`src/rtl/eth_pkg.sv`:
```
`default_nettype none
// ============================================================================
// Module      : eth_pkg
// Description : ARP-over-Ethernet field constants, RX parser state encoding
//               and the per-byte fixed-header check used by arp_rx_parser.
// Revision    : 1.0 - initial release
// ============================================================================
package eth_pkg;

   localparam logic [15:0] ARP_HTYPE_ETH  = 16'h0001;
   localparam logic [15:0] ARP_PTYPE_IPV4 = 16'h0800;
   localparam logic [7:0]  ARP_HLEN       = 8'd6;
   localparam logic [7:0]  ARP_PLEN       = 8'd4;
   localparam logic [15:0] ARP_OPER_REQ   = 16'h0001;
   localparam logic [15:0] ARP_OPER_REP   = 16'h0002;
   localparam int          ARP_BODY_LEN   = 28;

   typedef enum logic [2:0] {
      IDLE  = 3'd0,
      PARSE = 3'd1,
      PAD   = 3'd2,
      DROP  = 3'd3,
      CHECK = 3'd4
   } arp_rx_state_t;

   // True when byte 'b' at body offset 'idx' matches the fixed ARP header.
   // Offsets past the header (addresses) always pass.
   function automatic logic hdr_byte_ok(input logic [4:0] idx, input logic [7:0] b);
      case (idx)
         5'd0:    return b == ARP_HTYPE_ETH[15:8];
         5'd1:    return b == ARP_HTYPE_ETH[7:0];
         5'd2:    return b == ARP_PTYPE_IPV4[15:8];
         5'd3:    return b == ARP_PTYPE_IPV4[7:0];
         5'd4:    return b == ARP_HLEN;
         5'd5:    return b == ARP_PLEN;
         5'd6:    return b == ARP_OPER_REQ[15:8];
         5'd7:    return (b == ARP_OPER_REQ[7:0]) || (b == ARP_OPER_REP[7:0]);
         default: return 1'b1;
      endcase
   endfunction

endpackage
`default_nettype wire

```
`src/rtl/arp_rx_parser.sv`:
```
`default_nettype none
// ============================================================================
// Module      : arp_rx_parser
// Description : Byte-serial IPv4-over-Ethernet ARP body parser. Validates the
//               28-byte body, presents sender MAC/IP with a one-cycle strobe
//               and flags requests targeting the local IP.
// Revision    : 1.0 - initial release
// ============================================================================
module arp_rx_parser
   import eth_pkg::*;
#(
   parameter int CNT_WIDTH = 16
) (
   input  logic                 aclk,
   input  logic                 aresetn,
   input  logic [31:0]          ip_config_addr_in,
   input  logic [7:0]           s_axis_tdata,
   input  logic                 s_axis_tvalid,
   output logic                 s_axis_tready,
   input  logic                 s_axis_tlast,
   input  logic                 s_axis_tuser,
   output logic [47:0]          arp_mac_s_addr,
   output logic [31:0]          arp_ip_s_addr,
   output logic                 arp_mac_s_addr_valid,
   output logic                 arp_reply_req,
   output logic [15:0]          arp_oper,
   output logic [CNT_WIDTH-1:0] drop_cnt
);

   localparam logic [4:0] c_last_idx = 5'(ARP_BODY_LEN - 1);

   arp_rx_state_t r_state, w_state_next;
   logic [4:0]  r_cnt, w_cnt_next;
   logic        w_accept;
   logic        w_drop_byte;
   logic        w_check_drop;
   logic        w_commit;
   logic [1:0]  w_drop_inc;
   logic [CNT_WIDTH:0] w_drop_sum;

   // Working capture registers (never visible until a commit)
   logic [47:0] r_sha;
   logic [31:0] r_spa;
   logic [31:0] r_tpa;
   logic [15:0] r_oper;
   logic        r_tuser;

   // Presented values, held between commits
   logic [47:0] r_mac_q;
   logic [31:0] r_ip_q;
   logic [15:0] r_oper_q;
   logic [CNT_WIDTH-1:0] r_drop_cnt;

   assign s_axis_tready = aresetn;
   assign w_accept      = s_axis_tvalid & s_axis_tready;

   // Next state, byte counter and commit/drop decisions
   always_comb begin
      w_state_next = r_state;
      w_cnt_next   = r_cnt;
      w_drop_byte  = 1'b0;
      w_commit     = 1'b0;
      w_check_drop = 1'b0;
      case (r_state)
         IDLE, CHECK: begin
            if (r_state == CHECK) begin
               w_commit     = aresetn & ~r_tuser & (r_spa != 32'd0) & ~r_sha[40];
               w_check_drop = ~w_commit;
               w_state_next = IDLE;
            end
            // A byte here is byte 0 of a new frame, also when in CHECK
            if (w_accept) begin
               w_cnt_next = 5'd0;
               if (s_axis_tlast) begin
                  w_drop_byte  = 1'b1;
                  w_state_next = IDLE;
               end else if (!hdr_byte_ok(5'd0, s_axis_tdata)) begin
                  w_state_next = DROP;
               end else begin
                  w_state_next = PARSE;
                  w_cnt_next   = 5'd1;
               end
            end
         end
         PARSE: begin
            if (w_accept) begin
               if (r_cnt == c_last_idx) begin
                  w_state_next = s_axis_tlast ? CHECK : PAD;
                  w_cnt_next   = 5'd0;
               end else if (s_axis_tlast) begin
                  w_drop_byte  = 1'b1;
                  w_state_next = IDLE;
                  w_cnt_next   = 5'd0;
               end else if (!hdr_byte_ok(r_cnt, s_axis_tdata)) begin
                  w_state_next = DROP;
                  w_cnt_next   = 5'd0;
               end else begin
                  w_cnt_next = r_cnt + 5'd1;
               end
            end
         end
         PAD: begin
            if (w_accept && s_axis_tlast) w_state_next = CHECK;
         end
         DROP: begin
            if (w_accept && s_axis_tlast) begin
               w_drop_byte  = 1'b1;
               w_state_next = IDLE;
            end
         end
         default: w_state_next = IDLE;
      endcase
   end

   // State and byte counter registers
   always_ff @(posedge aclk) begin
      if (!aresetn) begin
         r_state <= IDLE;
         r_cnt   <= 5'd0;
      end else begin
         r_state <= w_state_next;
         r_cnt   <= w_cnt_next;
      end
   end

   // Shift body bytes into the working field registers by offset
   always_ff @(posedge aclk) begin
      if (!aresetn) begin
         r_sha   <= '0;
         r_spa   <= '0;
         r_tpa   <= '0;
         r_oper  <= '0;
         r_tuser <= 1'b0;
      end else if (w_accept) begin
         if (r_state == PARSE) begin
            if (r_cnt == 5'd6 || r_cnt == 5'd7)   r_oper <= {r_oper[7:0], s_axis_tdata};
            if (r_cnt >= 5'd8 && r_cnt <= 5'd13)  r_sha  <= {r_sha[39:0], s_axis_tdata};
            if (r_cnt >= 5'd14 && r_cnt <= 5'd17) r_spa  <= {r_spa[23:0], s_axis_tdata};
            if (r_cnt >= 5'd24)                   r_tpa  <= {r_tpa[23:0], s_axis_tdata};
         end
         if (s_axis_tlast) r_tuser <= s_axis_tuser;
      end
   end

   // Latch the presented addresses on commit
   always_ff @(posedge aclk) begin
      if (!aresetn) begin
         r_mac_q  <= '0;
         r_ip_q   <= '0;
         r_oper_q <= '0;
      end else if (w_commit) begin
         r_mac_q  <= r_sha;
         r_ip_q   <= r_spa;
         r_oper_q <= r_oper;
      end
   end

   // A CHECK drop and a one-byte frame can land in the same cycle
   assign w_drop_inc = {1'b0, w_drop_byte} + {1'b0, w_check_drop};
   assign w_drop_sum = {1'b0, r_drop_cnt} + {{(CNT_WIDTH-1){1'b0}}, w_drop_inc};

   // Saturating dropped-frame counter
   always_ff @(posedge aclk) begin
      if (!aresetn)                r_drop_cnt <= '0;
      else if (w_drop_sum[CNT_WIDTH]) r_drop_cnt <= '1;
      else                         r_drop_cnt <= w_drop_sum[CNT_WIDTH-1:0];
   end

   // The commit cycle shows the fresh fields alongside the strobe
   assign arp_mac_s_addr_valid = w_commit;
   assign arp_mac_s_addr       = w_commit ? r_sha  : r_mac_q;
   assign arp_ip_s_addr        = w_commit ? r_spa  : r_ip_q;
   assign arp_oper             = w_commit ? r_oper : r_oper_q;
   assign arp_reply_req        = w_commit & (r_oper == ARP_OPER_REQ) & (r_tpa == ip_config_addr_in);
   assign drop_cnt             = r_drop_cnt;

endmodule
`default_nettype wire

```
`config.mk`:
```
export PLATFORM = sky130hd
export DESIGN_NAME = arp_rx_parser
export DESIGN_NICKNAME = d
export VERILOG_FILES = /design/src/rtl/eth_pkg.sv /design/src/rtl/arp_rx_parser.sv
export SDC_FILE = /design/constraint.sdc
export NUM_CORES = 1
export LEC_CHECK = 0
export CORE_MARGIN = 3
export CORE_UTILIZATION = 55
export CTS_BUF_LIST = sky130_fd_sc_hd__clkbuf_4
export CTS_CLUSTER_DIAMETER = 40
export DETAILED_ROUTE_END_ITERATION = 12
export MAX_ROUTING_LAYER = met4
export PLACE_DENSITY = 0.87
export REMOVE_ABC_BUFFERS = 1
export SLEW_MARGIN = 15
export SYNTH_ARGS = -nofsm -noshare
export SYNTH_HDL_FRONTEND = slang
export SYNTH_SLANG_ARGS = --single-unit
```
`constraint.sdc`:
```
create_clock -name aclk -period 3.6 [get_ports aclk]
set_clock_uncertainty 0.1 [all_clocks]
set_input_delay 0.9 -clock aclk [delete_from_list [all_inputs] [get_ports aclk]]
set_output_delay 0.9 -clock aclk [all_outputs]
set_load 0.05 [all_outputs]
```
==> summary.txt, run 1 <==
Power and ir drop
  – Total power draw: 5.15 mW
  – Clock power frac: 43.0%
  – P per Cell Area: 357 nW/µm²
  – Share of total power in combinational logic: 3.5%
  – Internal Power: 3.96 mW
  – Fraction of power consumed by sequential logic: 53.4%
  – Sw frac: 23.1%
  – Net switching power: 1.19 mW
  – Worst voltage drop across the vdd grid: 0.000366 V
  – Leak Pwr: 5.81 nW

Clock tree
  – TritonCTS clock tree: yes
  – Number of buffers inserted during clock tree synthesis: 61
  – Clock Sinks: 249
  – Insertion delay of the later-clocked pin in the worst-skew pair: 0.69 ns
  – Root Buffer Master: clkbuf_4
  – Clock H-tree levels: 2
  – Post-CTS clock slew at the launch and capture registers of the worst setup and hold paths: 0.06 ns
  – Max Buffers Root-to-Sink: 3

Logic synthesis
  – Area share of the largest cell type after synthesis: 49.6%
  – Post-synthesis sequential area ratio: 49.6%
  – Number of distinct library cells after synthesis: 50
  – Area leader, netlist: dfxtp_1
  – Synthesized netlist cell count: 1,064
  – Count of flip-flops with a built-in enable after synthesis: 0
  – Top cells by area in the synthesized netlist: dfxtp_1, mux2_2, nand2_1, and2_1, a21oi_1
  – Mapped cell area: 10,000 µm²
  – Fraction of synthesis flops using an asynchronous set or reset pin: 0%
  – Number of register bits inferred by synthesis: 249
  – Mean post-synth cell area: 9.44 µm²
  – Yosys synthesis warning count: 0
  – Most used standard cell by instance count after synthesis: dfxtp_1
  – Cell types with the highest counts after synthesis: dfxtp_1, nand2_1, a21oi_1
  – Primary FF master, synth: dfxtp_1

Floorplanning
  – Number of placement rows: 48
  – Core Region: 17,600 µm²
  – Number of I/O pins: 160
  – Starting Density: 57.1%
  – Die Span Y: 141 µm
  – Chip width: 141 µm
  – Die area: 19,900 µm²

Timing
  – Share of the cycle needed by the critical path after routing: 108%
  – Headroom to the max-slew limit: 54.9%
  – Number of pins with negative max-slew slack in the final report: 0
  – Accumulated negative setup slack: -24.53 ns
  – Final critical-path required period: 3.88 ns
  – Highest achievable clock rate: 258 MHz
  – # setup viols final: 110
  – Count of endpoints failing hold in the final timing report: 0
  – Slew @ Worst Pin: 0.672 ns
  – WHS: 0.359 ns
  – Unrepaired setup endpoints after global routing: yes
  – Setup slack of the critical path after layout: -0.278 ns

Worst setup path
  – Setup CP Type: reg -> out
  – Maximum single-stage delay on the critical path: 0.34 ns
  – Most Frequent Cell on Critical Path: buf_12
  – Worst-path maximum fanout: 12
  – Data required time at the worst endpoint: 2.60 ns
  – Number of buffers and inverters on the critical path: 3
  – Critical-path top delay cell: dfxtp_2
  – Setup crit start kind: register
  – Kind of cell adding the most delay to the critical path: simple AND/OR/NAND/NOR gates
  – Cell chain of the critical path: nor4_1 -> nand4_1 -> o211ai_1 -> or4b_4 -> buf_12 -> buf_16 -> mux2_4 -> buf_12
  – Critical Path End Type: primary output
  – Data arrival time of the critical path: 2.88 ns

Route
  – Number of nets with antenna violations after routing: 0
  – Number of vias in the routed layout: 8,604
  – Average detailed-routed wire length per instance: 19.3 µm
  – Pre-antenna DRT Iters: 5
  – Count of routing violations after the opening detailed-route iteration: 571
  – # DRC: 0
  – Average via count per standard cell: 5.62
  – Routed wire length: 29,500 µm

Placement
  – Pre-CTS WS: -0.163 ns
  – Count of input and output buffers: 159
  – Placed standard-cell area: 12,800 µm²
  – DP Cell Count: 1,409
  – Weighted congestion at the end of routability-driven global placement: 0.917
  – Post-detailed-placement half-perimeter wirelength: 15,900 µm

Outcome
  – Violated checks: setup timing
  – Outcome: finished, violations left

Job
  – Max-cap violations: 0

Global routing
  – Number of global-route vias before repair: 9,069
  – Global-route total usage across every layer: 28.4%
  – Maximum number of pins on one net before global-route repair: 97
  – Global-route wire length before repair: 45,200 µm
  – Initial antenna violation count: 2
  – Overflow after GRT: 0

Cells and area
  – Sequential cell area: 5050 µm²
  – Number of filler cells placed in the layout: 934
  – Post-layout instance area: 14,400 µm²
  – Net count reported at finish: 1,317
  – Share of layout cells above drive strength 1: 31.2%
  – Area of combinational cells with multiple inputs: 5170 µm²
  – Core Util, Final: 82.1%
  – Growth of design area from synthesis to finish: 43.8%
  – Number of non-filler instances in the completed layout: 1,530

Hold path
  – Tightest Hold Check Type: reg -> reg
==> layer usage <==
| layer | routed length, µm | track usage [%] | part of all wire, % | up-vias |
|---|---|---|---|---|
| li1 | - | - | - | 3999 |
| met1 | 11900 | 33.5 | 40 | 4169 |
| met2 | 14800 | 47.5 | 50 | 354 |
| met3 | 1890 | 5.36 | 6.4 | 82 |
| met4 | 957 | 12.1 | 3.2 | 0 |
| met5 | 0 | - | 0 | - |
==> timing repair <==
| action | in CTS | in global routing |
|---|---|---|
| endpoints found under the setup margin | 98 | 114 |
| cloned | 4 | 6 |
| pin swaps | 7 | 20 |
| setup buffers | 11 | 5 |
| resized for setup | 122 | 53 |
| hold buffers | 0 | 0 |
==> kinds of logic (layout without fill, tap and decap cells) <==
family | count (synthesis) | count (layout) | share of synthesized area [%]
compound gates | 123 | 123 | 6.70
mux | 144 | 144 | 15.8
buf+inv | 86 | 325 | 3.62
flops | 249 | 249 | 49.6
other cells | 0 | 2 | 0
xor+xnor | 43 | 43 | 3.75
simple gates | 413 | 413 | 19.7
fa+ha+maj | 6 | 6 | 0.822
==> cells in the final DEF (no fill, tap or decap), drive strengths merged, types with 19 or more instances in the layout <==
cell | netlist | routed
a21oi | 100 | 100
and2 | 96 | 96
buf | 21 | 145
clkbuf | 48 | 95
clkdlybuf4s50 | 0 | 54
dfxtp | 249 | 249
mux2 | 95 | 95
mux2i | 49 | 49
nand2 | 173 | 173
nor2 | 65 | 65
nor4 | 19 | 19
xnor2 | 26 | 26
==> power groups by stage <==
| stage | logic [mW] | clock network, mW | registers [mW] |
|---|---|---|---|
| floorplan | 0.0517 | 0 | 2.83 |
| global placement | 0.168 | 0 | 2.82 |
| detailed placement | 0.172 | 0 | 2.82 |
| CTS | 0.174 | 2.23 | 2.76 |
| global route | 0.194 | 2.39 | 2.75 |
| finish | 0.182 | 2.22 | 2.75 |
==> flip-flops by register name, indices dropped and copies added (netlist names) <==
register	flops
r_state	3
r_ip_q	32
r_tpa	32
r_sha	48
r_oper	16
r_spa	32
r_oper_q	16
r_cnt	5
r_mac_q	48
r_tuser	1
drop_cnt	16
==> worst register-to-register path, delay by kind of cell (launching register included) <==
kind	cells	cell delay, ns
simple gates	7	1.43
fa+ha+maj	3	0.88
compound gates	2	0.50
flops	1	0.38
buf+inv	2	0.31
==> cell type report <==
cell class / count / share of cell area, %
clock inverter: 9 / 0.251
clock buffer: 91 / 4.73
antenna: 2 / 0.0347
tap: 225 / 1.95
inverter: 17 / 0.459
timing repair buffer: 208 / 21.8
multi-input combinational: 729 / 35.8
sequential: 249 / 35.0
==> worst paths after layout <==
kind / start / end / slack (ns) / cells past startpoint
max: r_spa[31] / arp_mac_s_addr[32] / -0.28 / 8
max reg2reg: r_cnt[0] / drop_cnt[10] / -0.11 / 14
min: r_sha[41] / r_sha[41] / 0.36 / 2
min reg2reg: r_sha[41] / r_sha[41] / 0.36 / 2
Note: power is estimated with default switching activity, not from simulation.
==> run 2, diff against run 1 <==
--- a/config.mk
+++ b/config.mk
@@ -13,7 +13,6 @@
 export MAX_ROUTING_LAYER = met4
 export PLACE_DENSITY = 0.87
 export REMOVE_ABC_BUFFERS = 1
-export SLEW_MARGIN = 15
 export SYNTH_ARGS = -nofsm -noshare
 export SYNTH_HDL_FRONTEND = slang
 export SYNTH_SLANG_ARGS = --single-unit
==> results of run 2 <==
Final layout, timing and power as in run 1 (identical DEF).
==> run 3, diff against run 2 <==
--- a/config.mk
+++ b/config.mk
@@ -5,13 +5,15 @@
 export SDC_FILE = /design/constraint.sdc
 export NUM_CORES = 1
 export LEC_CHECK = 0
+export ABC_AREA = 1
+export ABC_CLOCK_PERIOD_IN_PS = 3600
 export CORE_MARGIN = 3
 export CORE_UTILIZATION = 55
 export CTS_BUF_LIST = sky130_fd_sc_hd__clkbuf_4
 export CTS_CLUSTER_DIAMETER = 40
 export DETAILED_ROUTE_END_ITERATION = 12
 export MAX_ROUTING_LAYER = met4
-export PLACE_DENSITY = 0.87
+export PLACE_DENSITY = 0.86
 export REMOVE_ABC_BUFFERS = 1
 export SYNTH_ARGS = -nofsm -noshare
 export SYNTH_HDL_FRONTEND = slang
==> run 3 against run 2 <==
  * Critical path depth up 2
  * Critical endpoint is now arp_mac_s_addr[28]
  * Wire length up 0.13%
  * Largest cell class is now registers
  * Sequential power about the same
  * Via count up 21%
  * Register-to-register slack better by 0.57 ns
  * Fmax up 5.0%
  * The run still ends with setup timing left
==> summary.txt, run 3 <==
Logic synthesis
  – Primary FF master, synth: dfxtp_1
  – Top cells by area in the synthesized netlist: dfxtp_1, inv_1, nand2_1, nor2_1, o21ai_0
  – Mapped cell area: 10,700 µm²
  – Area leader, netlist: dfxtp_1
  – Count of flip-flops with a built-in enable after synthesis: 0
  – Synthesized netlist cell count: 1,491
  – Area share of the largest cell type after synthesis: 46.7%
  – Fraction of synthesis flops using an asynchronous set or reset pin: 0%
  – Yosys synthesis warning count: 0
  – Most used standard cell by instance count after synthesis: inv_1
  – Mean post-synth cell area: 7.16 µm²
  – Number of register bits inferred by synthesis: 249
  – Cell types with the highest counts after synthesis: inv_1, dfxtp_1, nand2_1
  – Post-synthesis sequential area ratio: 46.7%
  – Number of distinct library cells after synthesis: 41

Cells and area
  – Sequential cell area: 4990 µm²
  – Share of layout cells above drive strength 1: 17.3%
  – Commonest non-fill, non-tap cell in the layout: inv_1
  – Post-layout instance area: 14,500 µm²
  – Area of combinational cells with multiple inputs: 4360 µm²
  – Growth of design area from synthesis to finish: 35.8%
  – Regs by FF count: r_mac_q (48), r_sha (48)
  – Net count reported at finish: 1,723
  – Number of filler cells placed in the layout: 1,267
  – Most frequent cells in the layout: inv_1, dfxtp_1, nand2_1

Worst setup path
  – Maximum single-stage delay on the critical path: 0.35 ns
  – Worst-path maximum fanout: 20
  – Setup CP Type: reg -> out
  – Kind of cell adding the most delay to the critical path: simple AND/OR/NAND/NOR gates
  – Start of the worst register-to-register path: r_spa[10]
  – Data arrival time of the critical path: 2.69 ns
  – FF-to-FF path depth: 21
  – Critical Path End Type: primary output
  – Number of buffers and inverters on the critical path: 3
  – Cell chain of the critical path: nor2_1 -> nand4_1 -> nor3_2 -> nand2_2 -> nand3_2 -> buf_6 -> nand2_1 -> o21ai_1 -> inv_1 -> buf_12
  – Data required time at the worst endpoint: 2.60 ns
  – Setup crit start kind: register
  – R2r setup slk: 0.46 ns
  – FF-to-FF End: drop_cnt[14]
  – Critical-path top delay cell: dfxtp_2

Clock tree
  – Clock H-tree levels: 3
  – Max Buffers Root-to-Sink: 3
  – Number of buffers inserted during clock tree synthesis: 66
  – Post-CTS clock slew at the launch and capture registers of the worst setup and hold paths: 0.06 ns
  – TritonCTS clock tree: yes
  – Clock Sinks: 249
  – Hold bufs inserted after CTS: 0
  – Root Buffer Master: clkbuf_4
  – Insertion delay of the later-clocked pin in the worst-skew pair: 0.68 ns

Route
  – # DRC: 0
  – Number of vias in the routed layout: 10,400
  – Average detailed-routed wire length per instance: 14.9 µm
  – Number of nets with antenna violations after routing: 0
  – Average via count per standard cell: 5.26
  – Pre-antenna DRT Iters: 6
  – Count of routing violations after the opening detailed-route iteration: 791
  – Routed wire length: 29,600 µm

Placement
  – Post-detailed-placement half-perimeter wirelength: 17,800 µm
  – Placed standard-cell area: 13,200 µm²
  – Weighted congestion at the end of routability-driven global placement: 0.900
  – Count of input and output buffers: 159

Global routing
  – Initial antenna violation count: 1
  – Overflow after GRT: 0
  – Global-route wire length before repair: 43,600 µm
  – Number of global-route vias before repair: 9,530
  – Global-route total usage across every layer: 24.9%
  – Maximum number of pins on one net before global-route repair: 93

Hold path
  – Worst hold path endpoint: r_mac_q[40]
  – WHS Path Cells: 2
  – Worst min-delay path startpoint: r_mac_q[40]
  – Tightest Hold Check Type: reg -> reg

Timing
  – Highest achievable clock rate: 271 MHz
  – Setup slack of the critical path after layout: -0.0932 ns
  – Headroom to the max-slew limit: 40.5%
  – Accumulated negative setup slack: -0.304 ns
  – Slew @ Worst Pin: 0.892 ns
  – # setup viols final: 9
  – Final critical-path required period: 3.69 ns
  – Share of the cycle needed by the critical path after routing: 103%
  – Number of pins with negative max-slew slack in the final report: 0
  – Count of endpoints failing hold in the final timing report: 0
  – Unrepaired setup endpoints after global routing: yes

Power and ir drop
  – Sw frac: 23.0%
  – Net switching power: 1.29 mW
  – Internal Power: 4.31 mW
  – Clock power frac: 46.8%
  – P per Cell Area: 386 nW/µm²
  – Leak Pwr: 7.01 nW
  – Share of total power in combinational logic: 3.8%
  – Worst voltage drop across the vdd grid: 0.000227 V
  – Fraction of power consumed by sequential logic: 49.4%

Job
  – Max-cap violations: 0

Floorplanning
  – Die Span Y: 145 µm
  – Starting Density: 56.5%
  – Die area: 21,100 µm²
  – Core Region: 18,900 µm²
  – Chip width: 145 µm
  – Number of placement rows: 50
  – Number of I/O pins: 160

Outcome
  – Violated checks: setup timing
  – Outcome: finished, violations left
run 3: layout make-up:
class	instances	area share, %
timing repair buffer	193	20.2
clock inverter	16	1.01
sequential	249	34.4
clock buffer	98	5.07
multi-input combinational	892	30.1
inverter	270	7.01
antenna	1	0.0173
tap	260	2.24
run 3: power by group through the flow:
stage | Sequential (mW) | Clock (mW) | Combinational, mW
floorplan | 2.83 | 0 | 0.0915
global placement | 2.83 | 0 | 0.204
detailed placement | 2.83 | 0 | 0.207
CTS | 2.77 | 2.64 | 0.209
global route | 2.76 | 2.82 | 0.233
finish | 2.77 | 2.62 | 0.214
run 3: through the flow:
stage | power (mW) | std cells | util (%) | setup slack [ns] | hold WS, ns
2_1_floorplan | 2.92 | 1410 | - | -2.58 | 0.326
3_3_place_gp | 3.03 | 1847 | 69.9 | 0.0712 | 0.338
3_5_place_dp | 3.03 | 1847 | 69.9 | -0.00562 | 0.341
4_1_cts | 5.62 | 1961 | 74.7 | -0.0426 | 0.352
5_1_grt | 5.81 | 1979 | 76.7 | -0.236 | 0.378
6_report | 5.60 | 1979 | 76.7 | -0.0932 | 0.351
run 3: metal layers:
layer	track usage [%]	vias to the layer above	part of all wire (%)
li1	-	5069	-
met1	30.4	4843	41
met2	40.5	412	50
met3	4.42	88	6.3
met4	11.0	0	3.5
met5	-	-	0
run 3: cells by family after synthesis:
group,Yosys count,share of synthesized area (%)
flip-flops,249,46.7
buffers and inverters,351,13.7
adder cells (fa/ha/maj),6,0.773
AO/OA/AOI/OAI,324,15.7
XOR/XNOR,27,2.21
AND/OR/NAND/NOR,534,20.9
run 3: worst max-delay path by stage:
stage | start | end | slack [ns] | cells after the start
global placement | s_axis_tlast | drop_cnt[14] | 0.07 | 18
finish | r_spa[10] | arp_mac_s_addr[28] | -0.09 | 10
detailed placement | s_axis_tlast | drop_cnt[14] | -0.006 | 18
floorplan | aresetn | arp_reply_req | -2.58 | 4
global route | r_spa[10] | arp_ip_s_addr[14] | -0.24 | 11
CTS | r_spa[28] | arp_ip_s_addr[1] | -0.04 | 10
run 3: repair_timing:
action	CTS	global route
resized for setup	5	60
buffers inserted	0	6
pin swaps	0	3
endpoints found under the setup margin	46	92
cloned	0	11
run 3: worst reg2reg max path, stage by stage (launching register included):
cell     delay [ns]
dfxtp_2        0.35
nor2_1         0.17
nand4_1        0.18
nor3_2         0.17
nand2_2        0.14
buf_4          0.17
nand2_1        0.05
nand2_1        0.07
fa_1           0.36
inv_1          0.10
ha_1           0.17
nand2_1        0.05
nor2_1         0.10
nand2_1        0.10
nor2_2         0.12
inv_1          0.10
nor2_4         0.13
nand3_1        0.10
nand2_1        0.07
nand2_1        0.05
o21ai_1        0.11
inv_1          0.05
